`config.mk`:
```
export PLATFORM = sky130hd
export DESIGN_NAME = memory_arbiter
export DESIGN_NICKNAME = d
export VERILOG_FILES = /design/src/rtl/cpu_types_pkg.sv /design/src/rtl/memory_arbiter.sv
export SDC_FILE = /design/constraint.sdc
export NUM_CORES = 1
export LEC_CHECK = 0
export BUFFER_PORTS_ARGS = -buffer_cell sky130_fd_sc_hd__buf_2
export CORE_AREA = 3 3 103 105
export DETAILED_ROUTE_END_ITERATION = 10
export DIE_AREA = 0 0 106 108
export PLACE_DENSITY = 0.49
export SETUP_SLACK_MARGIN = 0.15
export SLEW_MARGIN = 20
export SYNTH_ARGS = -nofsm -noshare
export SYNTH_HDL_FRONTEND = slang
export SYNTH_SLANG_ARGS = --single-unit
```
`constraint.sdc`:
```
create_clock -name CLK -period 5.4 [get_ports CLK]
set_clock_uncertainty 0.2 [all_clocks]
set_input_delay 0.27 -clock CLK [delete_from_list [all_inputs] [get_ports CLK]]
set_output_delay 0.27 -clock CLK [all_outputs]
set_load 0.01 [all_outputs]
```
`src/rtl/cpu_types_pkg.sv`:
```
// Shared CPU-side types: bus word, RAM handshake state and arbiter FSM state.
package cpu_types_pkg;

  typedef logic [31:0] word_t;

  typedef enum logic [1:0] {
    FREE   = 2'd0,
    BUSY   = 2'd1,
    ACCESS = 2'd2,
    ERROR  = 2'd3
  } ramstate_t;

  typedef enum logic [1:0] {
    IDLE,
    IGRANT,
    DGRANT
  } arb_state_t;

endpackage

```
`src/rtl/memory_arbiter.sv`:
```
// Arbitrates the single RAM port between icache and dcache, granting one
// transaction at a time with dcache priority bounded by a starvation limit.
module memory_arbiter
  import cpu_types_pkg::*;
#(
  parameter int unsigned STARVE_LIMIT = 4
) (
  input  logic        CLK,
  input  logic        nRST,
  input  logic        iREN,
  input  logic [31:0] iaddr,
  output logic [31:0] iload,
  output logic        iwait,
  input  logic        dREN,
  input  logic        dWEN,
  input  logic [31:0] daddr,
  input  logic [31:0] dstore,
  output logic [31:0] dload,
  output logic        dwait,
  output logic        ramREN,
  output logic        ramWEN,
  output logic [31:0] ramaddr,
  output logic [31:0] ramstore,
  input  logic [31:0] ramload,
  input  logic [1:0]  ramstate
);

  localparam int unsigned SW = $clog2(STARVE_LIMIT + 1);
  localparam logic [SW-1:0] LIMIT = SW'(STARVE_LIMIT);

  arb_state_t    state, state_next;
  logic [SW-1:0] streak, streak_next;
  ramstate_t     rs;
  logic          dreq;
  logic          ram_done;

  assign rs       = ramstate_t'(ramstate);
  assign dreq     = dREN | dWEN;
  assign ram_done = (rs == ACCESS);

  always_ff @(posedge CLK or negedge nRST) begin
    if (!nRST) begin
      state  <= IDLE;
      streak <= '0;
    end else begin
      state  <= state_next;
      streak <= streak_next;
    end
  end

  always_comb begin
    state_next  = state;
    streak_next = streak;
    ramREN      = 1'b0;
    ramWEN      = 1'b0;
    ramaddr     = '0;
    ramstore    = '0;
    iload       = '0;
    dload       = '0;
    iwait       = 1'b1;
    dwait       = 1'b1;

    unique case (state)
      IDLE: begin
        // dcache wins ties until it has starved a waiting icache LIMIT times
        if (dreq && !(iREN && streak == LIMIT))
          state_next = DGRANT;
        else if (iREN)
          state_next = IGRANT;
      end

      IGRANT: begin
        ramREN  = iREN;
        ramaddr = iaddr;
        iload   = ramload;
        if (!iREN) begin
          state_next = IDLE;
        end else if (ram_done) begin
          iwait       = 1'b0;
          state_next  = IDLE;
          streak_next = '0;
        end
      end

      DGRANT: begin
        ramWEN   = dWEN;
        ramREN   = dREN & ~dWEN;
        ramstore = dWEN ? dstore : '0;
        ramaddr  = daddr;
        dload    = ramload;
        if (!dreq) begin
          state_next = IDLE;
        end else if (ram_done) begin
          dwait      = 1'b0;
          state_next = IDLE;
          if (iREN)
            streak_next = (streak == LIMIT) ? streak : streak + 1'b1;
          else
            streak_next = '0;
        end
      end

      default: state_next = IDLE;
    endcase
  end

endmodule
```
---- Word level (Yosys, flattened, before mapping) ----
Index checks and enable logic that the tools add are counted.
storage, ports and cells
  output and inout bits ................... 132
  word-level logic and storage cells ...... 47
  input port bits ......................... 135
  register bits ........................... 5
cells by class
  add/sub/neg operators ................... 1
  bitwise operators ....................... 3
  equality and inequality tests ........... 10
  multiplexer cells ....................... 25
  reduce and logical (&&, ||, !) cells .... 6
operator list
  kind                   number
  $mux W32               4
  $pmux W32 S2           1
  $mux W3                6
  $mux W2                5
  $ne A2 B2 Y1 const B   4
  $mux W1                6
  $ne A3 B3 Y1 const B   2
  $pmux W2 S3            1
  $pmux W3 S2            1
  $reduce_and A6 Y1      1
  $eq A2 B2 Y1 const B   2
  $add A3 B1 Y3 const B  1
  $eq A3 B3 Y1 const B   1
  $eq A2 B1 Y1 const B   1
  $logic_and A1 B1 Y1    2
  $logic_not A2 Y1       1
  $pmux W1 S2            1
  $reduce_bool A2 Y1     1
  $and A1 B1 Y1          1
  $logic_not A1 Y1       1
  $not A1 Y1             1
  $or A1 B1 Y1           1

---- Logic depth before layout (Yosys ltp) ----
Gate-level depths: netlist of run 1.
  word-level depth ........................ 6
  depth in mapped cells ................... 7
  depth with buffers taken out ............ 5

---- Worst setup path after synthesis of run 1 ----
No wires, ideal clock.
  path type ............................... register to output
  start point ............................. register state[0]
  end point ............................... output ramstore[24]
  path buffers ............................ 3
  stages on the path, launching flop included .. 7
  data required time ...................... 4.930 ns
  setup slack ............................. 3.489 ns
  arrival ................................. 1.441 ns
  cell sequence ........................... dfrtp_1 -> inv_1 -> ha_1 -> buf_2 -> buf_2 -> clkbuf_1 -> and3_1
between the ends
  longest elaborated chain between the ends .. 2
RTL lines
  element                 line                  RTL
  start, declared         memory_arbiter.sv:31  arb_state_t state, state_next;
  start signal, assigned  memory_arbiter.sv:46  state <= state_next;
  $eq A2 B2 Y1            memory_arbiter.sv:63  unique case (state)
  $mux W32                memory_arbiter.sv:63
  end, declared           memory_arbiter.sv:23  output logic [31:0] ramstore,
No other way between the ends.

---- Worst setup path in the final report of run 1 ----
  start point ............................. register state[0]
  end point ............................... output ramaddr[30]
between the ends
  longest elaborated chain between the ends .. 2
  elaborated cells between the ends (all ways) .. 3
  those cells by class .................... 2 x eq/ne; 1 x mux
RTL lines
  element                                              line                  RTL
  $eq A2 B2 Y1 / $eq A2 B1 Y1 (equally long branches)  memory_arbiter.sv:63
  $pmux W32 S2 (*)                                     memory_arbiter.sv:63
  end, declared                                        memory_arbiter.sv:22  output logic [31:0] ramaddr,
Every way passes the cells marked *; elsewhere a longest branch is shown, timed or not.

==> results of run 1 <==
## cells by family after synthesis
group                      share of synthesized area (%)
and+or+nand+nor                                     58.9
AOI/OAI and AO/OA                                   20.5
buffers and inverters                               7.34
adders and majority gates                           4.69
DFF                                                 7.81
muxes                                              0.703
## routing by layer
metal  part of all wire [%]  routed length [um]
met1                     42                3930
met2                     49                4580
met3                    7.8                 732
met5                   0.21                  20
met4                    1.8                 171
## cell usage in the layout (no fill, tap or decap), types with 2 or more instances in the layout
master,instances
buf_2,266
and2_1,67
nor2b_1,34
a22oi_1,32
and3_1,32
nand2_1,6
inv_1,5
dfrtp_1,5
ha_1,4
nand3_1,3
clkbuf_8,3
o21a_1,2
a41oi_1,2
o2111ai_1,2
nor2_1,2
nand4_1,2
## per-stage QoR
step	hold slack [ps]	util, %	std cells	worst slack [ps]
after floorplan	-226	-	237	3490
after global placement	-106	31.0	612	2540
after CTS	199	31.5	617	2390
after global routing	206	31.6	617	2090
final	197	31.6	617	2390
after detailed placement	-103	31.0	612	2500
## where the power goes
part / switching, mW / internal (mW)
clock network: 0.0189 / 0.0507
registers: 0.0131 / 0.0498
logic: 0.492 / 0.394
total: 0.524 / 0.495
## worst max-delay path: stages, from the launching register on
cell,delay [ps]
dfrtp_1,440
inv_1,120
ha_2,610
buf_4,540
a22oi_1,290
nor2b_1,160
buf_2,140
## cell type report
cell class                 instances  area, um2  share of cell area, %
timing repair buffer             268       1350                   43.8
inverter                           5       18.8                  0.610
tap                              133        166                   5.41
clock buffer                       4       45.0                   1.46
multi-input combinational        202       1370                   44.6
sequential                         5        125                   4.07
## registers in the layout, summed over array words and instances, names as in the netlist
register / flops
streak: 3
state: 2
## path summary, 6_finish.rpt
check	from	end	slack, ps	depth (start not counted)
max reg2reg	state[0]	streak[1]	2460	6
min	nRST	streak[2]	200	2
min in group CLK	ramstate[1]	state[0]	240	4
max in group asynchronous	nRST	state[1]	4670	2
max	state[0]	ramaddr[30]	2390	6
min reg2reg	streak[1]	streak[1]	320	1
## timing repair
item                      4_1_cts  5_1_grt
hold buffers                    1        0
setup buffers                   0        0
hold endpoints to repair        5        0
==> flow_metrics.py, run 1 <==
metrics = {
    "status": {
        "status": "complete, no violations",
    },
    "yosys": {
        "yosys.area.top_type": "and2_1",
        "postSynthAreaPerCell_um2": 6.76,
        "ys_types": 29,
        "synth_edf_count": 0,
        "ys_warn_count": 0,
        "synth-seq-area-share_pct": 7.81,
        "synth_area_leaders": "and2_1, a22oi_1, nor2b_1, and3_1, dfrtp_1",
        "async_reset_ff_share_pct": 100,
        "yosysTopAreaCellShare_pct": 26.2,
        "ys_ff_latch": 5,
        "syn_inst": 237,
        "synth_area_um2": 1600,
        "yosysMostFrequentCell": "and2_1",
        "synth_common_cells": "and2_1, nor2b_1, a22oi_1, and3_1, clkbuf_1",
        "yosys_most_used_dff": "dfrtp_1",
        "synth_fp_nets": 378,
    },
    "route": {
        "drt_iter0_markers": 173,
        "routed_wl_um": 9430,
        "firstDrtPassIters": 4,
        "via_per_inst": 4.32,
        "antenna_left": 0,
        "drc": 0,
        "num_vias": 2667,
        "wire_per_inst_um": 15.3,
    },
    "cts": {
        "cts_tree": "done",
        "cts_resized": 0,
        "cts.clk_slew.worst_paths_ps": 40,
        "cts-htree-levels": 1,
        "cts_buffers": 3,
        "cts_root_buf": "clkbuf_8",
        "clk_latency_ps": 220,
        "cts.sinks": 5,
        "cts_max_path_buffers": 2,
    },
    "run": {
        "cap_violations": 0,
    },
    "worst_setup_path": {
        "cp_max_fo": 55,
        "worstSetupPathType": "reg2out",
        "worst_ep_required_time_ps": 4930,
        "crit_arrival_ps": 2540,
        "start_kind": "flop",
        "cp-end-kind": "output pin",
    },
    "floorplan": {
        "initial_utilization_pct": 16.5,
        "die-area_um2": 11400,
        "row_count": 36,
        "die_height_um": 108,
        "fp.dieW_um": 106,
        "num_io_pins": 267,
        "core_area_um2": 9730,
    },
    "global_route": {
        "grt_usage_pct": 14.6,
        "use_met2_pct": 25.0,
        "grt_pass1_wl_um": 13400,
        "gr-usage-met3_pct": 3.04,
        "met1_usage_pct": 18.9,
        "grt_remaining_overflow": 0,
        "grt_pass1_vias": 2427,
        "busiest_layer": "met2",
        "grt_max_degree": 67,
        "grt_antenna_before_repair": 1,
    },
    "cells_and_area": {
        "num_antenna_cells": 0,
        "drive_above_1_share_pct": 57.0,
        "syn_to_final_growth_pct": 92.2,
        "nNetsFinal": 626,
        "nFillCells": 1088,
        "fin_area_um2": 3080,
    },
    "sta": {
        "finalSetupViolations": 0,
        "timing.fmax_mhz": 332,
        "fin_crit_sh_pct": 55.8,
        "final.setup.tns_ps": 0,
        "rsz0062_at_grt": "false",
        "worst_pin_slew_ps": 838,
        "hold_viol_final": 0,
        "slew_headroom_pct": 44.1,
        "slew_violations": 0,
        "fin_crit_ps": 3010,
    },
    "placed_design": {
        "dp_hpwl_um": 7920,
        "numPortBuffers": 266,
        "place_congestion": 0.746,
        "place_area_um2": 3010,
    },
    "power": {
        "p_total_mw": 1.02,
        "vdd_drop_max_mv": 0.131,
        "p_leak_nw": 1.91,
        "p_per_area_nw_per_um2": 331,
    },
    "min_path": {
        "hp-class": "in2async",
    },
}
Note: power is estimated with default switching activity, not from simulation.
==> run 2, diff against run 1 <==
Clock period 5.4 ns to 2.9 ns, I/O delays scaled along.
==> run 2 against run 1 <==
Compared with the run above:
- final area up 0.24%
- via count rose by 0.30%
- combinational power grew 87%
- sequential cell count unchanged
- wire length increased by 2.2%
- worst setup slack worse by 1900 ps
- sequential share of layout area hardly changed
- global-route usage barely moved
==> flow_metrics.py, run 2 (synthesized netlist as in run 1, its figures left out) <==
metrics = {
    "power": {
        "p_per_area_nw_per_um2": 618,
        "p_leak_nw": 1.91,
        "clkPwrFrac_pct": 6.9,
        "swShare_pct": 51.5,
        "pwr-share-comb_pct": 87.0,
        "p_int_mw": 0.925,
        "seqPwrFrac_pct": 6.1,
        "switching_power_mw": 0.982,
        "vdd_drop_max_mv": 0.397,
    },
    "worst_setup_path": {
        "path_cells": "inv_1, ha_2, buf_4, a22oi_1, nor2b_1, buf_2",
        "cp_max_fo": 46,
        "worst_ep_required_time_ps": 2560,
        "cp_slowest_stage_delay_ps": 450,
        "crit_slowest_cell": "ha_2",
        "worstSetupPathType": "reg2out",
        "cp_top_family": "buffers and inverters",
        "worst-path-buf-inv": 3,
        "start_kind": "flop",
        "cp-end-kind": "output pin",
        "crit_arrival_ps": 2080,
    },
    "floorplan": {
        "die_height_um": 108,
        "fp.dieW_um": 106,
        "num_io_pins": 267,
        "die-area_um2": 11400,
        "core_area_um2": 9730,
        "initial_utilization_pct": 16.5,
        "row_count": 36,
    },
    "cells_and_area": {
        "drive_above_1_share_pct": 57.2,
        "layout_commonest_cell": "buf_2",
        "largest-register": "streak",
        "mostFrequentLayoutCells": "buf_2, and2_1, nor2b_1",
        "largest_register_ffs": 3,
        "nNetsFinal": 628,
        "nFillCells": 1073,
        "syn_to_final_growth_pct": 92.7,
        "multi_input_area_um2": 1360,
        "fin_area_um2": 3090,
        "top_regs": "streak (3), state (2)",
        "seqCellArea_um2": 125,
    },
    "route": {
        "firstDrtPassIters": 4,
        "drt_iter0_markers": 142,
        "drc": 0,
        "routed_wl_um": 9630,
        "via_per_inst": 4.31,
        "wire_per_inst_um": 15.5,
        "num_vias": 2675,
        "antenna_left": 0,
    },
    "global_route": {
        "grt_antenna_before_repair": 3,
        "grt_pass1_vias": 2448,
        "grt_max_degree": 56,
        "grt_usage_pct": 14.6,
        "grt_remaining_overflow": 0,
        "grt_pass1_wl_um": 13500,
    },
    "placed_design": {
        "place_congestion": 0.799,
        "dp_hpwl_um": 8090,
        "place_area_um2": 3030,
        "numPortBuffers": 266,
    },
    "cts": {
        "postCtsHoldBufs": 1,
        "cts-htree-levels": 1,
        "cts_setup_buffers": 0,
        "cts_resized": 0,
        "cts_buffers": 3,
        "cts.sinks": 5,
        "cts.clk_slew.worst_paths_ps": 40,
        "cts_root_buf": "clkbuf_8",
        "cts_tree": "done",
        "clk_latency_ps": 220,
        "cts_max_path_buffers": 2,
    },
    "run": {
        "cap_violations": 0,
    },
    "sta": {
        "final.setup.tns_ps": 0,
        "slew_violations": 0,
        "finalSetupViolations": 0,
        "fin_crit_sh_pct": 83.5,
        "timing.fmax_mhz": 413,
        "hold_viol_final": 0,
        "fin_crit_ps": 2420,
        "worst_pin_slew_ps": 839,
        "slew_headroom_pct": 44.0,
        "rsz0062_at_grt": "false",
    },
    "min_path": {
        "hp-class": "in2async",
    },
    "status": {
        "status": "complete, no violations",
    },
}
[run 2: cell count changes in the layout (fill, tap and decap cells not counted), sizes merged]
cell,delta
buf,+2
diode,+1
[run 2: through the flow]
stage	hold WS, ps	std cells	setup WS (ps)	power [mW]	utilization, %
finish	57.9	620	478	1.91	31.7
floorplan	-351	237	1110	1.14	-
CTS	55.9	619	453	1.93	31.7
global placement	-228	614	681	1.78	31.1
detailed placement	-232	614	707	1.78	31.1
global route	73.0	619	282	2.09	31.7
[run 2: worst paths after layout]
kind                       slack (ps)  cells after the start       from    endpoint
setup / recovery                  480                      6   state[1]  ramaddr[3]
hold / removal                     60                      2       nRST    state[0]
setup reg to reg                  740                      5   state[1]   streak[1]
hold reg to reg                   340                      1  streak[1]   streak[1]
max in group asynchronous        2310                      2       nRST   streak[1]
min in group CLK                   90                      3       iREN    state[0]
[run 2: cell type report]
type                            instances  share of cell area [%]
Timing Repair Buffer                  270                    44.2
Sequential cell                         5                    4.06
Inverter                                5                   0.608
Clock buffer                            4                    1.46
Tap cell                              133                    5.39
Multi-Input combinational cell        202                    44.2
Antenna cell                            1                  0.0811
[run 2: per-layer routing]
metal	part of all wire [%]	up-vias	track usage, %
li1	-	1319	-
met1	41	1209	18.7
met2	49	129	25.2
met3	8.3	12	3.58
met4	0.77	6	2.41
met5	0.46	-	0
[run 2: worst reg2reg max path: stages, from the launching register on]
cell and delay (ps):
dfrtp_1 420, inv_1 110, ha_2 450, mux2_2 430, and3_4 200, a32o_1 240
[run 2: power by group through the flow]
| stage | registers (mW) | clock network (mW) | logic [mW] |
|---|---|---|---|
| finish | 0.116 | 0.131 | 1.66 |
| global placement | 0.116 | 0 | 1.66 |
| CTS | 0.116 | 0.137 | 1.67 |
| detailed placement | 0.116 | 0 | 1.67 |
| floorplan | 0.111 | 0 | 1.03 |
| global route | 0.121 | 0.141 | 1.83 |
